File: config.mk
export PLATFORM = sky130hd
export DESIGN_NAME = mem_master
export DESIGN_NICKNAME = d
export VERILOG_FILES = /design/src/rtl/mem_master.sv
export SDC_FILE = /design/constraint.sdc
export NUM_CORES = 1
export LEC_CHECK = 0
export CORE_MARGIN = 2
export CORE_UTILIZATION = 36
export DETAILED_ROUTE_END_ITERATION = 12
export GPL_TIMING_DRIVEN = 0
export PLACE_DENSITY_LB_ADDON = 0.1
export RECOVER_POWER = 25
export SLEW_MARGIN = 25
export SYNTH_ARGS = -nofsm -noshare
export SYNTH_HDL_FRONTEND = slang
export SYNTH_SLANG_ARGS = --single-unit
File: constraint.sdc
create_clock -name clk -period 1.6 [get_ports clk]
set_input_delay 0.24 -clock clk [delete_from_list [all_inputs] [get_ports clk]]
set_output_delay 0.24 -clock clk [all_outputs]
set_load 0.02 [all_outputs]
File: src/rtl/mem_master.sv
// Memory master: accepts single-word writes and 1..16-word burst reads,
// driving a memory with combinational read data and falling-edge writes.
module mem_master #(
  parameter int AW = 9,
  parameter int DW = 12
) (
  input  logic          clk,
  input  logic          rst,
  input  logic          req_valid,
  output logic          req_ready,
  input  logic          req_wr,
  input  logic [AW-1:0] req_addr,
  input  logic [3:0]    req_len,
  input  logic [DW-1:0] req_data,
  output logic          rsp_valid,
  output logic [DW-1:0] rsp_data,
  output logic          rsp_last,
  output logic          wr_done,
  output logic [AW-1:0] mem_addr,
  output logic          mem_wr,
  output logic [DW-1:0] mem_din,
  input  logic [DW-1:0] mem_dout
);

  typedef enum logic [1:0] {
    IDLE  = 2'd0,
    READ  = 2'd1,
    WRITE = 2'd2
  } state_e;

  state_e        state_q, state_d;
  logic [4:0]    cnt_q, cnt_d;
  logic [AW-1:0] mem_addr_q, mem_addr_d;
  logic [DW-1:0] mem_din_q, mem_din_d;
  logic          mem_wr_q, mem_wr_d;
  logic [DW-1:0] rsp_data_q, rsp_data_d;
  logic          rsp_valid_q, rsp_valid_d;
  logic          rsp_last_q, rsp_last_d;
  logic          wr_done_q, wr_done_d;

  // State and output registers with synchronous reset
  always_ff @(posedge clk) begin
    if (rst) begin
      state_q     <= IDLE;
      cnt_q       <= 5'd0;
      mem_addr_q  <= '0;
      mem_din_q   <= '0;
      mem_wr_q    <= 1'b0;
      rsp_data_q  <= '0;
      rsp_valid_q <= 1'b0;
      rsp_last_q  <= 1'b0;
      wr_done_q   <= 1'b0;
    end else begin
      state_q     <= state_d;
      cnt_q       <= cnt_d;
      mem_addr_q  <= mem_addr_d;
      mem_din_q   <= mem_din_d;
      mem_wr_q    <= mem_wr_d;
      rsp_data_q  <= rsp_data_d;
      rsp_valid_q <= rsp_valid_d;
      rsp_last_q  <= rsp_last_d;
      wr_done_q   <= wr_done_d;
    end
  end

  // Next-state logic; pulses default low so they never outlive one cycle
  always_comb begin
    state_d     = state_q;
    cnt_d       = cnt_q;
    mem_addr_d  = mem_addr_q;
    mem_din_d   = mem_din_q;
    mem_wr_d    = 1'b0;
    rsp_data_d  = rsp_data_q;
    rsp_valid_d = 1'b0;
    rsp_last_d  = 1'b0;
    wr_done_d   = 1'b0;
    case (state_q)
      IDLE: begin
        if (req_valid) begin
          mem_addr_d = req_addr;
          if (req_wr) begin
            mem_din_d = req_data;
            mem_wr_d  = 1'b1;
            state_d   = WRITE;
          end else begin
            cnt_d   = (req_len == 4'd0) ? 5'd16 : {1'b0, req_len};
            state_d = READ;
          end
        end else begin
          state_d = IDLE;
        end
      end
      WRITE: begin
        wr_done_d = 1'b1;
        state_d   = IDLE;
      end
      READ: begin
        rsp_data_d  = mem_dout;
        rsp_valid_d = 1'b1;
        cnt_d       = cnt_q - 5'd1;
        // Address stays on the final word so it never runs past the burst
        if (cnt_q == 5'd1) begin
          rsp_last_d = 1'b1;
          state_d    = IDLE;
        end else begin
          mem_addr_d = mem_addr_q + {{(AW-1){1'b0}}, 1'b1};
        end
      end
      default: begin
        state_d = IDLE;
      end
    endcase
  end

  assign req_ready = (state_q == IDLE);
  assign rsp_valid = rsp_valid_q;
  assign rsp_data  = rsp_data_q;
  assign rsp_last  = rsp_last_q;
  assign wr_done   = wr_done_q;
  assign mem_addr  = mem_addr_q;
  assign mem_wr    = mem_wr_q;
  assign mem_din   = mem_din_q;

endmodule

==> results of run 1 <==
## stage by stage
step	hold WS, ns	setup slack [ns]	std cells
CTS	0.357	0.00995	396
finish	0.342	0.0381	398
floorplan	0.376	0.0551	241
detailed placement	0.448	-0.285	388
global placement	0.441	-0.232	388
global route	0.413	-0.0100	398
## kinds of logic (layout without fill, tap and decap cells)
group	count (synthesis)	after routing	share of synthesized area (%)
flops	44	44	45.6
simple gates	110	110	27.3
buf+inv	17	104	4.66
compound gates	67	67	20.5
fa+ha+maj	3	3	1.94
## state kept, by name, summed over array words and instances, names as in the netlist, 2 cells and up
register,cells
cnt_q,5
mem_addr,9
mem_din,12
rsp_data,12
state_q,2
## layout make-up
type	instances	area [µm²]
Clock inverter	3	42.5
Clock buffer	5	68.8
Buffer	15	82.6
Sequential cell	44	882
Multi-Input combinational cell	180	972
Fill cell	525	2240
Inverter	2	7.51
Timing Repair Buffer	79	761
Tap cell	70	87.6
## metal layers
layer | part of all wire, % | routed length [µm] | vias up
met1 | 44 | 2240 | 909
met2 | 48 | 2480 | 57
met4 | 1.1 | 58 | 0
met3 | 6.7 | 344 | 6
met5 | 0 | 0 | -
li1 | - | - | 1005
## power by group
| group | switching [W] | internal, W |
|---|---|---|
| combinational | 0.000295 | 0.000282 |
| sequential | 0.0000556 | 0.00116 |
| clock | 0.000394 | 0.000462 |
## synthesized netlist by cell type (2+ instances only)
| cell type | n | area, µm² |
|---|---|---|
| nand2_1 | 57 | 214 |
| dfxtp_1 | 44 | 881 |
| a21oi_1 | 36 | 180 |
| o21ai_0 | 16 | 80.1 |
| nor2_1 | 13 | 48.8 |
| and2_1 | 8 | 50.1 |
| clkbuf_1 | 8 | 30.0 |
| nand3_1 | 7 | 35.0 |
| a31oi_1 | 4 | 25.0 |
| nor3_1 | 4 | 20.0 |
| nor4_1 | 4 | 25.0 |
| and3_1 | 3 | 18.8 |
| buf_2 | 3 | 15.0 |
| ha_1 | 3 | 37.5 |
| a311oi_1 | 2 | 17.5 |
| buf_4 | 2 | 15.0 |
| buf_6 | 2 | 22.5 |
| inv_1 | 2 | 7.51 |
| nand2b_1 | 2 | 12.5 |
| nand3b_1 | 2 | 15.0 |
| nor3b_1 | 2 | 15.0 |
## worst max path at each step
stage,startpoint,end,slack (ns)
final,mem_addr[7],mem_addr[7],0.04
after global routing,state_q[1],mem_addr[0],-0.01
after CTS,req_valid,cnt_q[4],0.01
after detailed placement,req_valid,cnt_q[4],-0.29
after global placement,req_valid,cnt_q[4],-0.23
after floorplan,state_q[1],mem_din[3],0.06
## what timing repair did
item,4_1_cts,5_1_grt
setup buffers,0,2
pin swaps,1,2
endpoints found under the setup margin,6,21
gates resized for setup,6,17
gates cloned,0,0
## worst reg2reg max path, delay by kind of cell, from the launching register on
family / cells / cell delay [ns]
AOI/OAI and AO/OA: 2 / 0.49
adders and majority gates: 1 / 0.24
buffers and inverters: 3 / 0.34
DFF: 1 / 0.34
and+or+nand+nor: 1 / 0.03
==> results.txt, run 1 <==
The number of remaining DRC errors was 0. The count of buffering cells on the critical path with inverters included was 1. Leaving out fill and tap cells, the most frequent cell in the layout is clkdlybuf4s50_1. In this run the deepest clock path goes through 2 buffers. The detailed placer's ending HPWL is 3660 µm. STA classifies the critical path startpoint as a flip-flop. Initial antenna violation count: 0. The number of inserted diodes was 0. Yosys printed 0 warnings. The analysis attributes to cell leakage a power of 1.04 nW. The top-level I/O count was 79. The netlist uses 38 different library cells. The cell count of the worst hold path was 2; the global routing met2 resource utilization was 28.1%. After global routing the overflow that remains totals 0. The tools report the total of endpoints with negative setup slack in the final report as 0.

Cell count of the worst reg-to-reg path: 7. For the number of buffers inserted during clock tree synthesis, the log shows 5. Reg-to-reg startpoint: cnt_q[1]. met2 is the most crowded layer.

Timing would allow up to 0.640 GHz. The run gives 5.18% as the met3 global-route usage. The share of flip-flops with an asynchronous set or reset is 0%. STA classifies the critical path endpoint as an output port. The first TritonRoute pass finished after 4 iterations. Depth of the critical timing path with buffers and inverters included: 1.

The synthesized design contains 0 enable-type register cells. The final hold violation count was 0. The path with the worst hold slack has its endpoint at mem_addr[1]. The largest individual stage delay along the critical path comes from the cell clkdlybuf4s50_1.

The worst hold path belongs to the class primary input to flip-flop. At the later pin of the worst-skew pair, clock insertion delay measures 0.30 ns. The total routed wirelength was 5130 µm. The logs give 0.00193 mm² for the cell area after synthesis and 0 for the total of max-cap violations. Setup repair after global routing could not meet its margin everywhere. In the layout the commonest cells are 68 x clkdlybuf4s50_1, 57 x nand2_1, 43 x dfxtp_1. The total area inside the core boundary comes to 0.00514 mm².

For the final net count, the log shows 371. The worst hold path begins at rst. Entering global routing, the biggest net connects 15 pins. For this configuration, the core starts out at a cell density of 37.6%.

The maximum fanout count along the critical path came out at 4. Global routing consumed, over all layers together, 17.2% of the routing resources. After synthesis the netlist holds a flip-flop and latch count of 44.

The floorplan has 26 rows. The floorplan step set the die height to 77.3 µm. Data on the critical path arrives at its endpoint at 1.32 ns. For the worst-case vdd ir drop, the log shows 0.489 mV.

The number of buffers added on ports was 77; the global-route wire length before repair was 8330 µm. The flow ran to the end, and the final reports show no timing, DRC or antenna violations. The detailed-route via count is 1977, and the cell area after layout is 0.00290 mm². The number of global-route vias before repair came out at 1795. The setup path with the least slack is of type flip-flop to output port.

Width of the die: 77.3 µm. For the number of instances in the synthesized netlist, the log shows 241. The critical path goes through clkdlybuf4s50_1. In the finished design, the share of the clock period the worst path needs comes to 97.6%. The tree is rooted in a clkbuf_8.

In the routed layout, each cell is associated on average with a via count of 4.97. The congestion estimate from routability-driven global placement came to 0.839. In the synthesized netlist the dominant register cell turns out to be dfxtp_1.

The floorplan step defined a die boundary enclosing 0.00597 mm². The areal power density over the cells was 913 mW/mm²; the count of clock tree sinks was 44. The post-layout minimum cycle time came out at 1.56 ns.

In this design, the largest share of critical-path delay is due to buffers and inverters. After the first detailed-routing iteration, the DRC count stood at 92. In this run the register-to-register setup slack is 0.08 ns. In the final layout, the share of cells above drive strength 1 is 8.84%. The measured slew at the worst slew-check pin is 0.576 ns, and the quantity of hold-fixing buffers added after cts is 0. After detailed placement, the total cell area comes to 0.00279 mm². The tools report the final setup TNS as 0 ns. Compared with the post-synthesis result, the final layout area differs by 50.3%.

In this run the tightest slew margin relative to its limit is 61.6%. For met1 alone, demand over resource in global routing was 21.5%. The count of nets left with antenna violations once routing finished came out at 0. Of the synthesized area, sequential elements account for 45.6%. The final number of max-transition violations was 0. The worst setup skew after layout is 0.00646 ns, and the clock slew seen by the registers of the worst setup and hold paths is 0.08 ns. After detailed routing, the average wire length per cell comes to 12.9 µm.

For this run, the share of the core covered by cells in the final layout is 56.5%. The worst register-to-register path ends at mem_addr[1]. The number of nets in the synthesized netlist is 285.

The H-tree was split into 2 levels. The peak per-stage delay on the critical path is 0.63 ns, and the required time of the critical path is 1.36 ns. Total design power: 0.00265 W. The average instance in the mapped netlist occupies 8.02 µm².

TritonCTS built the clock tree.
Note: power is estimated with default switching activity, not from simulation.
==> inputs of run 2 (changes only) <==
==> constraint.sdc (replaced) <==
create_clock -name clk -period 1.6 [get_ports clk]
set_input_delay 0.48 -clock clk [delete_from_list [all_inputs] [get_ports clk]]
set_output_delay 0.48 -clock clk [all_outputs]
set_load 0.02 [all_outputs]
==> run 2 against run 1 <==
Clock skew hardly changed; wire length is 1.9% higher; count of clock-buffer cells in the layout stayed put; combinational power is 3% lower; utilization hardly changed; global-route usage is 0.40 points higher; non-clock buffer count is 1 higher; sequential share of layout area is 0.12 points higher; worst setup slack better by 0.022 ns; via count stayed put; largest cell class unchanged; largest power group unchanged.
==> results.txt, run 2 (synthesis results as in run 1) <==
The logs give 0 (unchanged) for the residual overflow from global routing and 21.8% (was 21.5%) for the met1 global-route usage. For the clock latency on the worst-skew pair, the log shows 0.30 ns (about the same). The utilization of the core after routing came out at 56.5% (about the same).

The quantity of hold-fixing buffers added after cts is 0 (unchanged), and the post-detailed-route count of antenna-violating nets is 0 (unchanged). The highest achievable clock rate is 0.649 GHz (was 0.640 GHz). The total design power came out at 0.00264 W (was 0.00265 W). The width of the die was 77.3 µm (unchanged); the detail-routed via count per cell was 4.95 (was 4.97). The most common cell after layout, fill and taps aside was nand2_1 (was clkdlybuf4s50_1). Maximum level of the CTS H-tree: 2 (unchanged). The classification of the worst setup path is flip-flop to output port (unchanged).

The tools report the cell area after layout as 0.00291 mm² (was 0.00290 mm²). The measured slew at the worst slew-check pin works out to 0.582 ns (was 0.576 ns). The tools report the total routed wirelength as 5220 µm (was 5130 µm).

The run gives 0 (unchanged) as the initial antenna violation count. The tools report the maximum buffer depth of the clock tree as 2 (unchanged). The maximum number of pins on one net before global-route repair was 15 (unchanged); the number of buffers inserted during clock tree synthesis was 5 (unchanged). The ratio of cells with drive above 1 in the final layout was 10.3% (was 8.84%).

Relative slew slack: 61.2% (was 61.6%). The count of buffering cells on the critical path with inverters included works out to 2 (was 1). Most frequent cells in the layout: 57 x nand2_1, 40 x dfxtp_1, 37 x clkdlybuf4s50_1 (was 68 x clkdlybuf4s50_1, 57 x nand2_1, 43 x dfxtp_1). The count of clock tree sinks is 44 (unchanged), and the area added between synthesis and finish is 50.4% (was 50.3%). The total of max-cap violations came out at 0 (unchanged). The peak per-stage delay on the critical path is 0.31 ns (was 0.63 ns). The number of cells in the design after placement is 388 (unchanged).

The post-place instance area is 0.00279 mm² (unchanged), and the height of the chip is 77.3 µm (unchanged). The effective utilization at floorplan is 37.6% (unchanged). The post-layout minimum cycle time was 1.54 ns (was 1.56 ns); the flip-flop and latch area was 886 µm² (was 882 µm²).

Worst flop-to-flop path endpoint: mem_din[7] (was mem_addr[1]). The cell count of the worst reg-to-reg path was 7 (unchanged); the slack of the worst reg-to-reg path was 0.13 ns (was 0.08 ns). For the data arrival time of the critical path, the log shows 1.06 ns (was 1.32 ns). The top-level I/O count is 79 (unchanged). CP Cell Sequence: buf_6 -> nor2_4 -> buf_4 (was clkdlybuf4s50_1).

Required time of the critical path: 1.12 ns (was 1.36 ns). The startpoint of the worst setup timing path is state_q[0] (was mem_addr[7]). The final clock period utilization by the worst path is 96.2% (was 97.6%). The tools report the type of origin of the critical path as a flip-flop (unchanged).

The worst setup margin is 0.0601 ns (was 0.0381 ns). The number of remaining DRC errors came out at 0 (unchanged). The run gives 977 µm² (was 972 µm²) as the area of combinational cells with multiple inputs. Setup repair after global routing left no endpoint under its margin. For the number of global-route vias before repair, the log shows 1817 (was 1795). The areal power density over the cells is 908 mW/mm² (was 913 mW/mm²), and the number of standard cells in the layout, taps in and fillers out is 399 (was 398).

The detailed placer's ending HPWL is 3660 µm (unchanged). For the final RePlAce weighted congestion, the log shows 0.839 (unchanged). The logs give 544 (was 525) for the number of fill cells and 0 (unchanged) for the total of endpoints with negative setup slack in the final report. The run gives 1.21 nW (was 1.04 nW) as the static leakage power. The tools report the all-layer global routing usage as 17.6% (was 17.2%). The reg-to-reg startpoint is state_q[0] (was cnt_q[1]). The final number of max-transition violations is 0 (unchanged), and the number of detailed-route iterations in the first pass is 4 (unchanged).

The run finished with clean final reports. The global-route wire length before repair came out at 8510 µm (was 8330 µm). The tools report the cell chosen for the clock root as clkbuf_8 (unchanged). The depth of the critical timing path with buffers and inverters included is 3 (was 1), and the placeable core area is 0.00514 mm² (unchanged). The run gives 0 (unchanged) as the number of inserted diodes. TritonCTS built the clock tree. The run gives 0.00597 mm² (unchanged) as the area of the die. The post-detailed-route wirelength per cell is 13.1 µm (was 12.9 µm), and the met3 global-route usage is 5.29% (was 5.18%). The run gives 0.491 mV (was 0.489 mV) as the worst-case vdd ir drop. Type of the tightest min-delay check: flip-flop to flip-flop (was primary input to flip-flop).

The cell at the slowest stage of the critical path is dfxtp_1 (was clkdlybuf4s50_1). The start point of the worst hold path was mem_din[11] (was rst). For the worst setup skew after layout, the log shows 0.00604 ns (was 0.00646 ns).

Nature of the critical path endpoint: an output port (unchanged). The number of DRC markers in iteration 0 is 100 (was 92), and the final hold violation count is 0 (unchanged). Capturing instance or port of the critical path: req_ready (was mem_addr[7]). The pre-CTS setup slack is -0.525 ns (was -0.285 ns), and the final net count is 372 (was 371). The number of buffers added on ports was 77 (unchanged). The tools report the detailed-route via count as 1977 (unchanged).

Busiest layer in global routing: met2 (unchanged). For the number of placement rows, the log shows 26 (unchanged). The global routing met2 resource utilization is 29.0% (was 28.1%). The gate family responsible for the most delay along the worst path was flip-flops (was buffers and inverters). The clock slew seen by the registers of the worst setup and hold paths is 0.08 ns (about the same), and the maximum fanout count along the critical path is 8 (was 4).
==> run 2: per-layer routing <==
layer	vias up	wire, µm
li1	1003	-
met1	922	2320
met2	47	2540
met3	5	302
met4	0	59
met5	-	0
==> run 2: worst min path at each step <==
stage               cells after the start  slack (ns)           to
global placement                        2        0.44  rsp_data[7]
detailed placement                      2        0.45  rsp_data[9]
floorplan                               2        0.44     cnt_q[1]
global route                            2        0.47  rsp_data[7]
CTS                                     2        0.46  rsp_data[9]
finish                                  2        0.45  mem_din[11]
==> run 2: cell type report <==
cell class                 count  share of cell area, %
clock buffer                   5                   2.37
buffer                        15                   2.89
sequential                    44                   30.5
tap                           70                   3.01
inverter                       2                  0.258
clock inverter                 3                   1.46
multi-input combinational    180                   33.6
timing repair buffer          80                   25.9
==> run 2: power breakdown <==
group          total, W  switching, W  internal, W  leakage, nW
clock network  0.000859      0.000396     0.000462       0.0541
registers       0.00122     0.0000542      0.00116        0.361
logic          0.000562      0.000297     0.000265        0.795
==> run 2: worst min-delay path, cell delays in order (launching register included) <==
cell and delay (ns):
dfxtp_1 0.31, nand2_1 0.05, a21oi_1 0.05
==> run 2: what timing repair did <==
item                       4_1_cts  5_1_grt
resized for setup               48       15
setup endpoints to repair       60       31
pin swaps                        1        3
setup buffers                    1        2
==> run 2: stage by stage <==
step,hold slack (ns),TNS (ns)
2_1_floorplan,0.445,0
3_3_place_gp,0.441,-9.35
3_5_place_dp,0.448,-9.83
4_1_cts,0.458,0
5_1_grt,0.473,0
6_report,0.454,0
